===== src/rtl/mux16_rr_sched.sv =====
// Round-robin scheduler for a shared 16:1 mux: grants one requester at a time,
// holds it for up to BURST accepted transfers, then rotates priority past it.
module mux16_rr_sched #(
  parameter int BURST = 4
) (
  input  logic        clk,
  input  logic        rst,
  input  logic [15:0] req,
  input  logic        ready,
  output logic [3:0]  sel,
  output logic [15:0] grant,
  output logic        valid
);

  typedef enum logic {IDLE, BUSY} state_t;

  state_t      state_reg;
  logic [3:0]  sel_reg;
  logic [15:0] grant_reg;
  logic        valid_reg;
  logic [3:0]  ptr_reg;
  logic [3:0]  cnt_reg;

  logic [3:0]  arb_start;
  logic [15:0] rot_req;
  logic        arb_found;
  logic [3:0]  arb_off;
  logic [3:0]  arb_idx;
  logic        last_xfer;

  // Idle searches from the stored pointer; a releasing grant searches from
  // the slot after itself, so its own index is naturally checked last.
  assign arb_start = (state_reg == IDLE) ? ptr_reg : sel_reg + 4'd1;

  // rot_req[k] is the request k positions after arb_start (mod 16).
  for (genvar gi = 0; gi < 16; gi++) begin : g_rot
    assign rot_req[gi] = req[arb_start + 4'(gi)];
  end

  always_comb begin
    arb_off = 4'd0;
    for (int i = 15; i >= 0; i--) begin
      if (rot_req[i]) arb_off = 4'(i);
    end
  end

  assign arb_found = |rot_req;
  assign arb_idx   = arb_start + arb_off;

  // A dropped request marks the current transfer as the last of the grant.
  assign last_xfer = (cnt_reg == 4'(BURST - 1)) || !req[sel_reg];

  always_ff @(posedge clk) begin
    if (rst) begin
      state_reg <= IDLE;
      sel_reg   <= 4'd0;
      grant_reg <= 16'd0;
      valid_reg <= 1'b0;
      ptr_reg   <= 4'd0;
      cnt_reg   <= 4'd0;
    end else begin
      case (state_reg)
        IDLE: begin
          if (arb_found) begin
            state_reg <= BUSY;
            sel_reg   <= arb_idx;
            grant_reg <= 16'd1 << arb_idx;
            valid_reg <= 1'b1;
            cnt_reg   <= 4'd0;
          end
        end
        BUSY: begin
          if (ready) begin
            if (last_xfer) begin
              ptr_reg <= sel_reg + 4'd1;
              if (arb_found) begin
                sel_reg   <= arb_idx;
                grant_reg <= 16'd1 << arb_idx;
                cnt_reg   <= 4'd0;
              end else begin
                state_reg <= IDLE;
                grant_reg <= 16'd0;
                valid_reg <= 1'b0;
              end
            end else begin
              cnt_reg <= cnt_reg + 4'd1;
            end
          end
        end
        default: state_reg <= IDLE;
      endcase
    end
  end

  assign sel   = sel_reg;
  assign grant = grant_reg;
  assign valid = valid_reg;

endmodule


===== config.mk =====
export PLATFORM = sky130hd
export DESIGN_NAME = mux16_rr_sched
export DESIGN_NICKNAME = d
export VERILOG_FILES = /design/src/rtl/mux16_rr_sched.sv
export SDC_FILE = /design/constraint.sdc
export NUM_CORES = 1
export LEC_CHECK = 0
export ABC_AREA = 1
export ABC_CLOCK_PERIOD_IN_PS = 7700
export BUFFER_PORTS_ARGS = -buffer_cell sky130_fd_sc_hd__buf_2
export CAP_MARGIN = 30
export CORE_UTILIZATION = 63
export DETAILED_ROUTE_END_ITERATION = 10
export PLACE_DENSITY = 0.95
export SLEW_MARGIN = 40
export SYNTH_ARGS = -nofsm -noshare
export SYNTH_HDL_FRONTEND = slang
export SYNTH_SLANG_ARGS = --single-unit

===== constraint.sdc =====
create_clock -name clk -period 7.7 [get_ports clk]
set_input_delay 0.77 -clock clk [delete_from_list [all_inputs] [get_ports clk]]
set_output_delay 0.77 -clock clk [all_outputs]
set_load 0.005 [all_outputs]

==> flow_summary.toml <==
[global_route]
grt_pass1_vias = 3111
grt_pass1_wl_um = 13300
antenna_found_initial = 0
gr-total-overflow = 0
grt_start_max_net_pins = 22
grt_usage = 0.332

[placement]
placed_cell_area_um2 = 3070
hpwl_um = 5890
portBuffers = 39
gp_congestion = 0.930

[floorplanning]
fp.dieArea_um2 = 4900
die_h_um = 70.0
rows = 24
io_pins = 40
fp.dieW_um = 70.0
core_um2 = 4380
start_util = 0.664

[yosys]
synth_top_area_frac = 0.268
async_reset_ff_frac = 0
synth-edff-count = 0
ys_ff_latch = 30
yosys.area.top_type = "nand2_1"
yosys_most_used_dff = "dfxtp_1"
synth_common_cells = "208 x nand2_1, 52 x nand3_1, 49 x inv_1"
synth_most_common_cell = "nand2_1"
synth_warnings = 0
synth.avg_cell_area_um2 = 5.69
synthCells = 512
ys_types = 38
syn-cell-area_um2 = 2910
synth_seq_area_share = 0.206
yosys-top-cells-area = "nand2_1 27%, dfxtp_1 21%, nand3_1 8.9%"
syn-num-nets = 538

[finish]
diodes = 0
nFillCells = 369
largest_register_ffs = 16
final_area_um2 = 3160
area_growth_pct = 8.51
drive_gt1_frac = 0.137
nNetsFinal = 571

[power]
ir_drop_uv = 273
powerDensity_nw_per_um2 = 402
power_leakage_uw = 0.00170

[sta]
max_freq_mhz = 203
maxSlewHeadroom = 0.518
finClkSkew_ns = 0.00678
maxSlewViolCount = 0
finalHoldViolations = 0
min_period_ns = 4.92
grt_setup_unrepaired = "no"
tns_ns = 0
worstMarginPinSlew_ns = 0.720
fin_crit_sh = 0.639
setup_violations = 0

[setup_path]
crit_family = "simple AND/OR/NAND/NOR gates"
cp_slowest_cell = "dfxtp_1"
critPathArrivalTime_ns = 5.13
cp-end-kind = "register"
max_stage_delay_ns = 0.67
crit_fanout = 18
crit_required_ns = 7.91
criticalPathCategory = "reg2reg"
critPathMostFrequentCell = "nand2_1"
crit_path_start_kind = "register"
worst-path-buf-inv = 2

[clock_network]
cts_buffers = 5
cts_setup_buffers = 0
cts.repair.resized = 0
root_buffer = "clkbuf_8"
cts.path.max_buffers = 2
insertion_delay_ns = 0.29
cts_tree = "built"
cts_sinks = 30
hold_buffers = 0
htreeDepth = 2
clkTransAtPathRegs_ns = 0.06

[routing]
first_pass_iters = 7
wirelength_um = 7850
vias = 3436
drt-initial-drc-count = 274
post-route-drc-count = 0
vias_per_cell = 5.75
wire_per_inst_um = 13.1
ant_nets = 0

[min_path]
worstHoldPathType = "reg2reg"

[run_status]
outcome = "finished, final reports clean"

[run]
maxCapViolations = 0
-- final timing paths --
kind | slack [ns] | end | cells past startpoint | from
max | 2.78 | grant[3] | 27 | sel[0]
min | 0.46 | grant[12] | 2 | grant[12]
max reg2reg | 2.78 | grant[3] | 27 | sel[0]
min reg2reg | 0.46 | grant[12] | 2 | grant[12]
-- through the flow --
step	total power (uW)	util	worst slack (ns)	hold WS, ns	std cells
floorplan	943	-	3.90	0.458	512
global placement	1080	0.700	3.09	0.451	590
detailed placement	1110	0.700	2.91	0.454	590
CTS	1240	0.721	2.88	0.464	598
global route	1400	0.721	2.30	0.487	598
finish	1270	0.721	2.78	0.462	598
-- cells by family (layout without fill, tap and decap cells) --
family | count (synthesis) | after routing | share of synthesized area
and+or+nand+nor | 309 | 309 | 0.454
adders and majority gates | 7 | 7 | 0.0327
AOI/OAI and AO/OA | 86 | 86 | 0.163
xor gates and xnor gates | 11 | 11 | 0.0357
buffers and inverters | 69 | 103 | 0.109
DFF | 30 | 30 | 0.206
-- metal layers --
layer	share of wire	wire length, um	global-route usage
met5	0	0	0
met4	0.025	197	0.133
met3	0.068	534	0.0433
met2	0.50	3930	0.601
met1	0.41	3190	0.391
-- worst reg2reg max path, delay by kind of cell, from the launching register on --
| family | cells | cell delay (ns) |
|---|---|---|
| fa+ha+maj | 3 | 1.16 |
| xor+xnor | 1 | 0.16 |
| compound gates | 4 | 0.81 |
| simple gates | 17 | 1.74 |
| buf+inv | 2 | 0.30 |
| flops | 1 | 0.67 |
-- cell type report --
cell class	count	area [um2]	share of cell area
multi-input cells	413	1990	0.631
clock inverters	1	5.00	0.00158
flip-flops and latches	30	601	0.190
clock buffers	7	86.3	0.0273
well taps	52	65.1	0.0206
repair buffers	39	195	0.0618
inverters	56	213	0.0673
-- where the power goes --
group	internal (uW)	switching, uW	total [uW]
Sequential	186	35.8	222
Clock	71.9	58.0	130
Combinational	299	619	918
Total	556	713	1270
-- layout by cell type (no fill, tap or decap), types with 2 or more instances in the layout --
cell type and instances:
nand3_1 52, o21a_1 2, ha_1 6, xnor2_1 5
a21boi_0 2, inv_2 6, xor2_1 5, nand2_1 208
nand2_4 4, or2_1 2, nand2_2 9, clkbuf_8 6
a211oi_1 3, a21oi_1 36, buf_2 39, dfxtp_1 30
nor2_1 23, o21ai_0 23, inv_1 49, nor2_2 2
nand4_1 2, a31oi_1 4, and2_1 2, o21ai_1 12
No activity file was read; power rests on OpenSTA's default activity.
